**config.mk**
```make
export PLATFORM = sky130hd
export DESIGN_NAME = i2c_byte_master_flat
export DESIGN_NICKNAME = d
export VERILOG_FILES = /design/src/rtl/i2c_byte_master_if.sv /design/src/rtl/i2c_byte_master.sv /design/src/flat_wrapper.sv
export SDC_FILE = /design/constraint.sdc
export NUM_CORES = 1
export LEC_CHECK = 0
export ABC_AREA = 0
export BUFFER_PORTS_ARGS = -buffer_cell sky130_fd_sc_hd__buf_2
export CAP_MARGIN = 20
export CORE_AREA = 2 2 66 83
export CTS_CLUSTER_SIZE = 28
export DETAILED_ROUTE_END_ITERATION = 16
export DIE_AREA = 0 0 68 85
export GPL_TIMING_DRIVEN = 0
export PLACE_DENSITY = 0.73
export SYNTH_ARGS = -nofsm -noshare
export SYNTH_HDL_FRONTEND = slang
export SYNTH_SLANG_ARGS = --single-unit
```
**constraint.sdc**
```tcl
create_clock -name clk -period 2.9 [get_ports clk]
set_clock_uncertainty 0.1 [all_clocks]
set_input_delay 0.29 -clock clk [delete_from_list [all_inputs] [get_ports clk]]
set_output_delay 0.29 -clock clk [all_outputs]
set_load 0.02 [all_outputs]
```
**src/rtl/i2c_byte_master_if.sv**
```systemverilog
// i2c_byte_master_if -- command/response handshake and open-drain line bundle
// for the byte-level I2C master.
//
// Modports:
//   master : the I2C master block itself. It takes commands and the sampled
//            lines, and drives cmd_ready, the response, busy and the line enables.
//   slave  : the environment around the master. It issues commands, consumes
//            responses and returns the resolved SCL/SDA line levels.
//
// Signals:
//   cmd_valid/cmd_ready   command handshake
//   cmd_op                00=START 01=STOP 10=WRITE 11=READ
//   cmd_wdata             byte to write (WRITE)
//   cmd_nack              READ: 1 = NACK after the byte, 0 = ACK
//   rsp_valid             one-cycle completion pulse
//   rsp_rdata             byte read (READ, held otherwise)
//   rsp_err               slave NACK on WRITE, or WRITE/READ without bus ownership
//   busy                  bus owned (START issued, STOP not yet issued)
//   scl_i/sda_i           resolved line levels
//   scl_o/sda_o           0 = pull low, 1 = release
interface i2c_byte_master_if #(
   parameter int I2C_DATA_WIDTH = 8
);
   logic                      cmd_valid;
   logic                      cmd_ready;
   logic [1:0]                cmd_op;
   logic [I2C_DATA_WIDTH-1:0] cmd_wdata;
   logic                      cmd_nack;
   logic                      rsp_valid;
   logic [I2C_DATA_WIDTH-1:0] rsp_rdata;
   logic                      rsp_err;
   logic                      busy;
   logic                      scl_i;
   logic                      sda_i;
   logic                      scl_o;
   logic                      sda_o;

   modport master (
      input  cmd_valid, cmd_op, cmd_wdata, cmd_nack, scl_i, sda_i,
      output cmd_ready, rsp_valid, rsp_rdata, rsp_err, busy, scl_o, sda_o
   );

   modport slave (
      output cmd_valid, cmd_op, cmd_wdata, cmd_nack, scl_i, sda_i,
      input  cmd_ready, rsp_valid, rsp_rdata, rsp_err, busy, scl_o, sda_o
   );
endinterface

```
**src/rtl/i2c_byte_master.sv**
```systemverilog
// i2c_byte_master -- byte-level I2C master.
//
// Accepts START / STOP / WRITE-byte / READ-byte commands over a valid/ready
// handshake and generates open-drain SCL/SDA waveforms. Each bit uses four
// quarters of CLK_DIV system clocks. Every command ends with a one-cycle
// rsp_valid pulse carrying rsp_rdata / rsp_err.
//
// Ports:
//   clk  system clock
//   rst  synchronous active-high reset
//   bus  i2c_byte_master_if.master (command, response, busy, SCL/SDA lines)
//
// Parameters:
//   CLK_DIV         system clocks per quarter bit period (2..65535)
//   I2C_DATA_WIDTH  bits per data byte
//
// Optional build macro:
//   I2C_MASTER_CLK_STRETCH_EN  when defined, the quarter counter holds at 0
//   while this block releases SCL but the line still reads low, so a slave can
//   stretch the clock. When undefined, scl_i is ignored.
module i2c_byte_master #(
   parameter int CLK_DIV        = 250,
   parameter int I2C_DATA_WIDTH = 8
) (
   input logic               clk,
   input logic               rst,
   i2c_byte_master_if.master bus
);
   localparam int BIT_W = (I2C_DATA_WIDTH > 1) ? $clog2(I2C_DATA_WIDTH) : 1;

   localparam logic [1:0] OP_START = 2'b00;
   localparam logic [1:0] OP_STOP  = 2'b01;
   localparam logic [1:0] OP_WRITE = 2'b10;
   localparam logic [1:0] OP_READ  = 2'b11;

   typedef enum logic [2:0] {
      IDLE     = 3'd0,
      START    = 3'd1,
      STOP     = 3'd2,
      XFER_BIT = 3'd3,
      ACK_BIT  = 3'd4,
      RESP     = 3'd5
   } state_t;

   state_t                    state_r;
   state_t                    state_nxt;
   logic [15:0]               qcnt_r;
   logic [1:0]                quarter_r;
   logic [BIT_W-1:0]          bit_cnt_r;
   logic [1:0]                op_r;
   logic                      nack_r;
   logic                      err_r;
   logic [I2C_DATA_WIDTH-1:0] shift_r;
   logic                      scl_r;
   logic                      sda_r;
   logic                      ready_r;
   logic                      rsp_valid_r;
   logic                      rsp_err_r;
   logic                      busy_r;
   logic [I2C_DATA_WIDTH-1:0] rsp_rdata_r;
   logic                      scl_nxt_s;
   logic                      sda_nxt_s;
   logic                      accept_s;
   logic                      on_bus_s;
   logic                      hold_s;
   logic                      tick_s;

   assign accept_s = bus.cmd_valid && ready_r;
   assign on_bus_s = (state_r == START) || (state_r == STOP) ||
                     (state_r == XFER_BIT) || (state_r == ACK_BIT);

`ifdef I2C_MASTER_CLK_STRETCH_EN
   // SCL released by us but still low: a slave is stretching the clock.
   assign hold_s = on_bus_s && scl_r && !bus.scl_i;
`else
   logic scl_unused_s;
   assign scl_unused_s = bus.scl_i;
   assign hold_s       = 1'b0;
`endif

   assign tick_s = on_bus_s && !hold_s && (qcnt_r == 16'(CLK_DIV - 1));

   // FSM state register.
   always_ff @(posedge clk) begin
      if (rst) begin
         state_r <= IDLE;
      end else begin
         state_r <= state_nxt;
      end
   end

   // Next state and next line levels; a line keeps its level unless the
   // current quarter says otherwise.
   always_comb begin
      state_nxt = state_r;
      scl_nxt_s = scl_r;
      sda_nxt_s = sda_r;
      case (state_r)
         IDLE: begin
            if (accept_s) begin
               case (bus.cmd_op)
                  OP_START: state_nxt = START;
                  OP_STOP:  state_nxt = busy_r ? STOP : RESP;
                  default:  state_nxt = busy_r ? XFER_BIT : RESP;
               endcase
            end else begin
               state_nxt = IDLE;
            end
         end
         START: begin
            case (quarter_r)
               2'd0:    sda_nxt_s = 1'b1;
               2'd1:    scl_nxt_s = 1'b1;
               2'd2:    sda_nxt_s = 1'b0;
               default: scl_nxt_s = 1'b0;
            endcase
            if (tick_s && (quarter_r == 2'd3)) begin
               state_nxt = RESP;
            end else begin
               state_nxt = START;
            end
         end
         STOP: begin
            case (quarter_r)
               2'd0:    sda_nxt_s = 1'b0;
               2'd1:    scl_nxt_s = 1'b1;
               2'd2:    sda_nxt_s = 1'b1;
               default: scl_nxt_s = 1'b1;
            endcase
            if (tick_s && (quarter_r == 2'd3)) begin
               state_nxt = RESP;
            end else begin
               state_nxt = STOP;
            end
         end
         XFER_BIT: begin
            case (quarter_r)
               2'd0:    sda_nxt_s = (op_r == OP_WRITE) ? shift_r[I2C_DATA_WIDTH-1] : 1'b1;
               2'd1:    scl_nxt_s = 1'b1;
               2'd2:    sda_nxt_s = sda_r;
               default: scl_nxt_s = 1'b0;
            endcase
            if (tick_s && (quarter_r == 2'd3) && (bit_cnt_r == '0)) begin
               state_nxt = ACK_BIT;
            end else begin
               state_nxt = XFER_BIT;
            end
         end
         ACK_BIT: begin
            case (quarter_r)
               2'd0:    sda_nxt_s = (op_r == OP_WRITE) ? 1'b1 : nack_r;
               2'd1:    scl_nxt_s = 1'b1;
               2'd2:    sda_nxt_s = sda_r;
               default: scl_nxt_s = 1'b0;
            endcase
            if (tick_s && (quarter_r == 2'd3)) begin
               state_nxt = RESP;
            end else begin
               state_nxt = ACK_BIT;
            end
         end
         RESP:    state_nxt = IDLE;
         default: state_nxt = IDLE;
      endcase
   end

   // Datapath: lines, quarter timing, command latch, shifter and response.
   always_ff @(posedge clk) begin
      if (rst) begin
         scl_r       <= 1'b1;
         sda_r       <= 1'b1;
         ready_r     <= 1'b0;
         rsp_valid_r <= 1'b0;
         rsp_err_r   <= 1'b0;
         rsp_rdata_r <= '0;
         busy_r      <= 1'b0;
         qcnt_r      <= 16'd0;
         quarter_r   <= 2'd0;
         bit_cnt_r   <= '0;
         op_r        <= 2'b00;
         nack_r      <= 1'b0;
         err_r       <= 1'b0;
         shift_r     <= '0;
      end else begin
         scl_r       <= scl_nxt_s;
         sda_r       <= sda_nxt_s;
         // Ready only in a settled IDLE cycle, so it rises the cycle after rsp_valid.
         ready_r     <= (state_r == IDLE) && !accept_s;
         rsp_valid_r <= (state_r == RESP);

         if (!on_bus_s || hold_s) begin
            qcnt_r <= 16'd0;
            if (!on_bus_s) begin
               quarter_r <= 2'd0;
            end
         end else if (tick_s) begin
            qcnt_r    <= 16'd0;
            quarter_r <= quarter_r + 2'd1;
         end else begin
            qcnt_r <= qcnt_r + 16'd1;
         end

         if (accept_s) begin
            op_r      <= bus.cmd_op;
            nack_r    <= bus.cmd_nack;
            shift_r   <= bus.cmd_wdata;
            bit_cnt_r <= BIT_W'(I2C_DATA_WIDTH - 1);
            // WRITE/READ without bus ownership is answered with an error.
            err_r     <= bus.cmd_op[1] && !busy_r;
         end else if ((state_r == XFER_BIT) && tick_s && (quarter_r == 2'd2)) begin
            shift_r <= {shift_r[I2C_DATA_WIDTH-2:0], bus.sda_i};
         end else if ((state_r == ACK_BIT) && tick_s && (quarter_r == 2'd2) &&
                      (op_r == OP_WRITE)) begin
            err_r <= bus.sda_i;
         end

         if ((state_r == XFER_BIT) && tick_s && (quarter_r == 2'd3)) begin
            bit_cnt_r <= bit_cnt_r - BIT_W'(1);
         end

         if (state_r == RESP) begin
            rsp_err_r <= err_r;
            if ((op_r == OP_READ) && !err_r) begin
               rsp_rdata_r <= shift_r;
            end
            if (op_r == OP_START) begin
               busy_r <= 1'b1;
            end else if (op_r == OP_STOP) begin
               busy_r <= 1'b0;
            end
         end
      end
   end

   assign bus.cmd_ready = ready_r;
   assign bus.rsp_valid = rsp_valid_r;
   assign bus.rsp_rdata = rsp_rdata_r;
   assign bus.rsp_err   = rsp_err_r;
   assign bus.busy      = busy_r;
   assign bus.scl_o     = scl_r;
   assign bus.sda_o     = sda_r;
endmodule
```
**src/flat_wrapper.sv**
```systemverilog
// flat-port wrapper written by rule: the top's interface ports become plain ports
module i2c_byte_master_flat 
#(
   parameter int CLK_DIV        = 250,
   parameter int I2C_DATA_WIDTH = 8
)
  (clk, rst, bus_cmd_valid, bus_cmd_op, bus_cmd_wdata, bus_cmd_nack, bus_scl_i, bus_sda_i, bus_cmd_ready, bus_rsp_valid, bus_rsp_rdata, bus_rsp_err, bus_busy, bus_scl_o, bus_sda_o);
  i2c_byte_master_if #(.I2C_DATA_WIDTH(I2C_DATA_WIDTH)) bus_i ();
  input logic clk;
  input logic rst;
  input wire logic [$bits(bus_i.cmd_valid)-1:0] bus_cmd_valid;
  input wire logic [$bits(bus_i.cmd_op)-1:0] bus_cmd_op;
  input wire logic [$bits(bus_i.cmd_wdata)-1:0] bus_cmd_wdata;
  input wire logic [$bits(bus_i.cmd_nack)-1:0] bus_cmd_nack;
  input wire logic [$bits(bus_i.scl_i)-1:0] bus_scl_i;
  input wire logic [$bits(bus_i.sda_i)-1:0] bus_sda_i;
  output wire logic [$bits(bus_i.cmd_ready)-1:0] bus_cmd_ready;
  output wire logic [$bits(bus_i.rsp_valid)-1:0] bus_rsp_valid;
  output wire logic [$bits(bus_i.rsp_rdata)-1:0] bus_rsp_rdata;
  output wire logic [$bits(bus_i.rsp_err)-1:0] bus_rsp_err;
  output wire logic [$bits(bus_i.busy)-1:0] bus_busy;
  output wire logic [$bits(bus_i.scl_o)-1:0] bus_scl_o;
  output wire logic [$bits(bus_i.sda_o)-1:0] bus_sda_o;
  assign bus_i.cmd_valid = bus_cmd_valid;
  assign bus_i.cmd_op = bus_cmd_op;
  assign bus_i.cmd_wdata = bus_cmd_wdata;
  assign bus_i.cmd_nack = bus_cmd_nack;
  assign bus_i.scl_i = bus_scl_i;
  assign bus_i.sda_i = bus_sda_i;
  assign bus_cmd_ready = bus_i.cmd_ready;
  assign bus_rsp_valid = bus_i.rsp_valid;
  assign bus_rsp_rdata = bus_i.rsp_rdata;
  assign bus_rsp_err = bus_i.rsp_err;
  assign bus_busy = bus_i.busy;
  assign bus_scl_o = bus_i.scl_o;
  assign bus_sda_o = bus_i.sda_o;
  i2c_byte_master #(.CLK_DIV(CLK_DIV), .I2C_DATA_WIDTH(I2C_DATA_WIDTH)) u_core (.clk(clk), .rst(rst), .bus(bus_i));
endmodule
```
Word level (Yosys, flattened, before mapping):

Cells that the tools add are included.

* $add $sub $neg: 3
* equal/unequal tests: 20
* multiplexer cells: 28
* bitwise operators: 1
* reductions and logical operators: 39

Operator list (count)
* $mux W3: 8
* $add A16 B1 Y16 const B: 1
* $eq A16 B8 Y1 const B: 1
* $mux W8: 2
* $pmux W3 S5: 1
* $logic_and A1 B1 Y1: 13
* $mux W1: 11
* $reduce_bool A2 Y1: 5
* $eq A2 B2 Y1 const B: 4
* $ne A2 B2 Y1 const B: 4
* $pmux W1 S2: 4
* $eq A2 B1 Y1 const B: 3
* $eq A3 B2 Y1 const B: 2
* $eq A3 B3 Y1 const B: 2
* $logic_not A2 Y1: 3
* $logic_not A3 Y1: 2
* $ne A3 B3 Y1 const B: 2
* $pmux W3 S2: 1
* $reduce_and A2 Y1: 3
* $reduce_or A3 Y1: 2
* $reduce_and A5 Y1: 1
* $pmux W1 S4: 1
* $reduce_bool A4 Y1: 1
* $reduce_or A2 Y1: 2
* other kinds (8): 12

* register bits after elaboration: 50
* input bits: 16
* word-level logic and storage cells: 106

Logic depth before layout (Yosys ltp):

Gate-level depths: netlist of the first run.

* depth in word-level cells: 11
* mapped depth: 8
* mapped depth without buffers: 7

Worst setup path after synthesis of the first run:

Ideal clock, no wire load.

* kind: reg-to-reg
* start point: register u_core.qcnt_r[0]
* end point: register u_core.shift_r[0]
* library setup time: 0.086 ns
* arrival: 2.083 ns
* path slack: 0.631 ns
* cell stages (with the launch flop): 7
* path buffers: 0
* cell sequence: dfxtp_1 ha_1 or4b_4 nor4_4 nand4_2 mux2i_1 a211oi_1

* longest elaborated chain between the ends: 5

RTL lines
* from (decl): RTL line i2c_byte_master.sv:47 `logic [15:0] qcnt_r;`
* from (signal assigned): RTL line i2c_byte_master.sv:200 `qcnt_r <= qcnt_r + 16'd1;`
* $eq A16 B8 Y1: RTL line i2c_byte_master.sv:81 `assign tick_s = on_bus_s && !hold_s && (qcnt_r == 16'(CLK_DIV - 1));`
* $logic_and A1 B1 Y1: RTL line i2c_byte_master.sv:81
* $logic_and A1 B1 Y1 (2 in series): RTL line i2c_byte_master.sv:210 `end else if ((state_r == XFER_BIT) && tick_s && (quarter_r == 2'd2)) begin`
* $reduce_bool A2 Y1 (no line)
* to (signal assigned): RTL line i2c_byte_master.sv:206 `shift_r <= bus.cmd_wdata;`
* to (signal assigned): RTL line i2c_byte_master.sv:211 `shift_r <= {shift_r[I2C_DATA_WIDTH-2:0], bus.sda_i};`
* to (decl): RTL line i2c_byte_master.sv:53 `logic [I2C_DATA_WIDTH-1:0] shift_r;`

Every way passes these cells.
A chain may end at the register's enable or synchronous reset.

Worst setup path after layout of the first run:

* start point: register u_core.qcnt_r[0]
* end point: register u_core.shift_r[1]

Same word-level chain as after synthesis.

==> results of run 1 <==
-- tightest hold or removal path, cell delays in order --
cell     delay, ps
buf_6           90
a31oi_1         40
nand2_1         50
-- layout by cell type, fill, tap and decap left out, types with 8 or more instances in the layout --
cell / netlist / final
mux2i_1: 17 / 17
buf_2: 4 / 31
nand3_1: 10 / 10
nand2_1: 19 / 19
a21oi_1: 11 / 11
xor2_1: 8 / 8
nor3_1: 8 / 8
nor2_1: 48 / 48
ha_1: 8 / 8
a211oi_1: 11 / 11
dfxtp_1: 50 / 50
inv_1: 12 / 12
-- power groups by stage --
stage / Sequential (µW) / Clock (µW) / Combinational, µW
detailed placement: 756 / 0 / 177
CTS: 740 / 536 / 179
finish: 740 / 521 / 178
global route: 746 / 563 / 201
floorplan: 757 / 0 / 126
global placement: 755 / 0 / 174
-- kinds of logic after synthesis --
group | synth area share (%)
adders and majority gates | 4.12
xor gates and xnor gates | 5.40
muxes | 7.46
and+or+nand+nor | 25.4
AOI/OAI and AO/OA | 11.1
buffers and inverters | 5.35
DFF | 41.2
-- state kept, by name, summed over array words and instances (netlist names), 2 cells and up --
name                  cells
u_core.bit_cnt_r          3
u_core.bus.rsp_rdata      8
u_core.op_r               2
u_core.qcnt_r            16
u_core.quarter_r          2
u_core.shift_r            8
u_core.state_r            3
-- final cells by class --
type / count / area share [%]
Inverter: 12 / 1.63
Tap cell: 62 / 2.81
Timing Repair Buffer: 27 / 4.89
Clock inverter: 2 / 1.40
Multi-Input combinational cell: 201 / 47.0
Buffer: 14 / 3.08
Clock buffer: 6 / 2.99
Sequential cell: 50 / 36.2
-- path summary, 6_finish.rpt --
kind                      startpoint            endpoint  slack, ps  cells after the start
setup / recovery    u_core.qcnt_r[0]   u_core.shift_r[1]        360                      6
hold / removal                   rst    u_core.bus.sda_o         90                      3
setup reg to reg    u_core.qcnt_r[0]   u_core.shift_r[1]        360                      6
hold reg to reg   u_core.bus.rsp_err  u_core.bus.rsp_err        350                      2
-- stage by stage --
step | util [%] | instances | setup slack [ps] | total power [µW] | hold WS, ps
floorplan | - | 277 | 631 | 882 | 323
global placement | 52.8 | 366 | 393 | 929 | 343
detailed placement | 52.8 | 366 | 379 | 933 | 344
CTS | 55.2 | 374 | 351 | 1460 | 90.0
global route | 55.2 | 374 | 257 | 1510 | 93.5
finish | 55.2 | 374 | 356 | 1440 | 93.7
-- metal layers --
metal	vias to the layer above	routed length, µm	global-route usage (%)
met1	924	2140	21.6
met3	8	156	4.38
met5	-	0	0
met2	42	2450	31.2
met4	0	97	7.09
li1	1021	-	-
==> impl_metrics.toml, run 1 <==
[run_status]
status = "finished clean"

[setup_path]
cp_slowest_cell = "or4b_4"
path_class = "reg -> reg"
cpLargestDelayFamily = "simple AND/OR/NAND/NOR gates"
cp.arrival_ps = 2660
worstSetupStartpointType = "flip-flop"
crit_buf_inv = 0
cp_cell_sequence = "ha_1, or4b_4, nor4_4, nand4_2, mux2i_1, a211oi_1"
required_ps = 3010
max_stage_delay_ps = 500
worstSetupEndpointType = "flip-flop"
cp_max_fo = 8

[timing]
finalHoldViolations = 0
setup_tns_ps = 0
fmax_mhz = 393
setup-violations-final = 0
slew_viol_final = 0
rsz0062_at_grt = "false"
worst_slew_pin_slew_ps = 845
maxSlewHeadroom_pct = 43.3
period_needed_ps = 2540
min_period_over_period_pct = 87.7

[yosys]
synthArstFlopShare_pct = 0
netlist_top_cells_area = "dfxtp_1, nor2_1, mux2i_1"
synth_cells = 277
synth_top_flop_cell = "dfxtp_1"
ys_warn_count = 0
synth_cell_type_count = 49
syn-num-nets = 301
synth_area_leader_cell = "dfxtp_1"
syn_area_um2 = 2430
yosysMostFrequentCell = "dfxtp_1"
synth_top_area_share_pct = 41.2
synth_edf_count = 0
yosysSeqAreaShare_pct = 41.2
ys_ff_latch = 50
netlist_top_cells_count = "dfxtp_1, nor2_1, nand2_1"
syn_avg_cell_area_um2 = 8.78

[floorplanning]
dieArea_um2 = 5780
die_y_um = 85
core_um2 = 5010
die_w_um = 68
io_pins = 30
start_util_pct = 48.6
rows = 29

[clock_network]
htreeDepth = 2
cts_buffers = 5
root_buffer = "clkbuf_8"
hold_buffers = 0
clock-sinks = 50
clockBufferDepth = 2
cts_resized = 0
post_cts_buffers = 0
clk_latency_ps = 310
clk_pin_slew_ps = 90
cts_tree = "done"

[final_layout]
fin_nets = 335
fin_area_um2 = 2770
antenna_cells = 0
area_growth_pct = 13.7
multi_input_comb_area_um2 = 1300
drive_gt1_share_pct = 18.6
seqCellArea_um2 = 1000
nFillCells = 464

[place]
gp_congestion = 0.835
post-dp-hpwl_um = 3530
placed_cell_area_um2 = 2640
io_buffers = 27

[drt]
drcViolationCount = 0
avgViaCountPerCell = 5.33
first_iter_violations = 142
vias = 1995
first_pass_iters = 4
wl_per_cell_um = 13.0
antenna_left = 0
routed_wl_um = 4850

[power]
power_switching_uw = 362
combPwrFrac_pct = 12.4
seqPwrFrac_pct = 51.4
pwr-share-clk_pct = 36.2
p_int_uw = 1080
swShare_pct = 25.2
peakVddDrop_v = 0.000306
power_density_nw_per_um2 = 520
p_leak_uw = 0.00110

[run]
cap_violations = 0

[grt]
overflow = 0
grt_pass1_vias = 1865
antenna_found_initial = 0
grt_start_max_net_pins = 17
grt_first_pass_wirelength_um = 8140
gr-usage-all-layers_pct = 18.3

[worst_hold_path]
worstHoldPathType = "in -> reg"
Note: power is estimated with default switching activity, not from simulation.
==> run 2, diff against run 1 <==
Settings changed: ABC_AREA 0 to 1, CORE_AREA 2 2 66 83 to 2 2 79 99, DIE_AREA 0 0 68 85 to 0 0 81 101, PLACE_DENSITY 0.73 to 0.56.
==> impl_metrics.toml, run 2 <==
[run_status]
status = "finished clean"

[timing]
rsz0062_at_grt = "false"
fmax_mhz = 541
hold_ws_ps = 154
maxSlewHeadroom_pct = 66.4
setup-violations-final = 0
setup_tns_ps = 0
finalHoldViolations = 0
min_period_over_period_pct = 63.7
worst_slew_pin_slew_ps = 504
slew_viol_final = 0
period_needed_ps = 1850

[floorplanning]
dieArea_um2 = 8180
rows = 35
io_pins = 30
die_y_um = 101
core_um2 = 7270
start_util_pct = 34.0
die_w_um = 81

[clock_network]
clk_latency_ps = 300
cts_buffers = 5
cts_tree = "done"
cts_resized = 0
root_buffer = "clkbuf_8"
clk_pin_slew_ps = 90
htreeDepth = 2
hold_buffers = 0
post_cts_buffers = 0
clock-sinks = 50
clockBufferDepth = 2

[setup_path]
rr_worst_depth = 9
required_ps = 3010
cp.arrival_ps = 1950
worstSetupEndpointType = "flip-flop"
worstSetupStartpointType = "flip-flop"
cp_max_fo = 10
path_class = "reg -> reg"

[power]
p_int_uw = 935
seqPwrFrac_pct = 57.5
power_switching_uw = 335
combPwrFrac_pct = 12.3
total_power_uw = 1270
peakVddDrop_v = 0.000159
swShare_pct = 26.4
pwr-share-clk_pct = 30.1
p_leak_uw = 0.00119
power_density_nw_per_um2 = 455

[place]
post-dp-hpwl_um = 4180
placed_cell_area_um2 = 2720
io_buffers = 27
gp_congestion = 0.773

[grt]
gr-usage-all-layers_pct = 14.5
grt_first_pass_wirelength_um = 9230
antenna_found_initial = 0
grt_start_max_net_pins = 14
grt_pass1_vias = 2162
overflow = 0

[yosys]
yosysSeqAreaShare_pct = 40.5
synth_edf_count = 0
yosysMostFrequentCell = "nor2_1"
synth_top_flop_cell = "dfxtp_1"
netlist_top_cells_count = "nor2_1, nand2_1, dfxtp_1, inv_1, o21ai_0"
synth_cell_type_count = 25
synthArstFlopShare_pct = 0
ys_ff_latch = 50
syn_area_um2 = 2470
synth_area_leader_cell = "dfxtp_1"
ys_warn_count = 0
netlist_top_cells_area = "dfxtp_1, nor2_1, nand2_1"
synth_cells = 372
syn-num-nets = 396
syn_avg_cell_area_um2 = 6.64
synth_top_area_share_pct = 40.5

[final_layout]
area_growth_pct = 13.2
fin_nets = 430
fin_area_um2 = 2800
regMostFlops = "u_core.qcnt_r"
drive_gt1_share_pct = 9.85
largest_reg_flops = 16
layout_common_cells = "nor2_1, nand2_1, inv_1, dfxtp_1, buf_2"
antenna_cells = 0
final_common_cell = "nor2_1"
fin_util_pct = 38.5

[drt]
vias = 2240
wl_per_cell_um = 10.7
first_iter_violations = 86
avgViaCountPerCell = 4.50
routed_wl_um = 5330
first_pass_iters = 4
antenna_left = 0
drcViolationCount = 0

[worst_hold_path]
whs_path_depth = 3
worstHoldPathType = "in -> reg"

[run]
cap_violations = 0
[run 2: cell count changes after synthesis, moves of 8 or more]
cell      before  now
nand2_1       19   82
inv_1         12   50
nor2_1        48   84
o21ai_0        5   23
mux2i_1       17    0
a211oi_1      11    3
a21oi_1       11   19
[run 2: cells by family after synthesis]
family / share of synthesized area (%)
AO/OA/AOI/OAI: 11.1
XOR/XNOR: 1.42
adder cells (fa/ha/maj): 4.05
buffers and inverters: 8.87
flip-flops: 40.5
AND/OR/NAND/NOR: 34.0
[run 2: worst max-delay path: stages, from the launching register on]
cell and delay [ps]:
dfxtp_1 390, ha_1 200, nand2_1 70, nor2_1 230
nand3_4 160, o21ai_4 240, buf_4 210, nand2_1 60
nand2_1 50, nor2_1 40
[run 2: area by class of cell]
type	count	area, µm²
multi-input cells	265	1250
inverters	50	188
fillers	830	4470
plain buffers	7	31.3
well taps	92	115
flip-flops and latches	50	1000
repair buffers	27	135
clock buffers	7	76.3
[run 2: power by group through the flow]
stage	Combinational (µW)	Sequential, µW	Clock, µW
2_1_floorplan	112	747	0
5_1_grt	186	735	433
3_5_place_dp	159	747	0
3_3_place_gp	158	747	0
4_1_cts	160	731	402
6_report	157	731	383
[run 2: per-stage QoR]
| stage | worst slack, ps | std cells |
|---|---|---|
| detailed placement | 1010 | 491 |
| global placement | 1030 | 491 |
| finish | 1050 | 498 |
| CTS | 1000 | 498 |
| global route | 835 | 498 |
| floorplan | 1300 | 372 |
[run 2: routing by layer]
layer / share of wire, % / GRT usage (%) / wire length [µm]
met5: 0 / 0 / 0
met4: 1.5 / 5.48 / 81
met3: 3.6 / 3.41 / 191
met2: 52 / 28.3 / 2780
met1: 43 / 14.5 / 2270
[run 2: worst paths after layout]
check | from | endpoint | slack, ps
max | u_core.qcnt_r[0] | u_core.shift_r[6] | 1050
max reg2reg | u_core.qcnt_r[0] | u_core.shift_r[6] | 1050
min | bus_cmd_nack | u_core.nack_r | 150
min reg2reg | u_core.bus.rsp_err | u_core.bus.rsp_err | 370
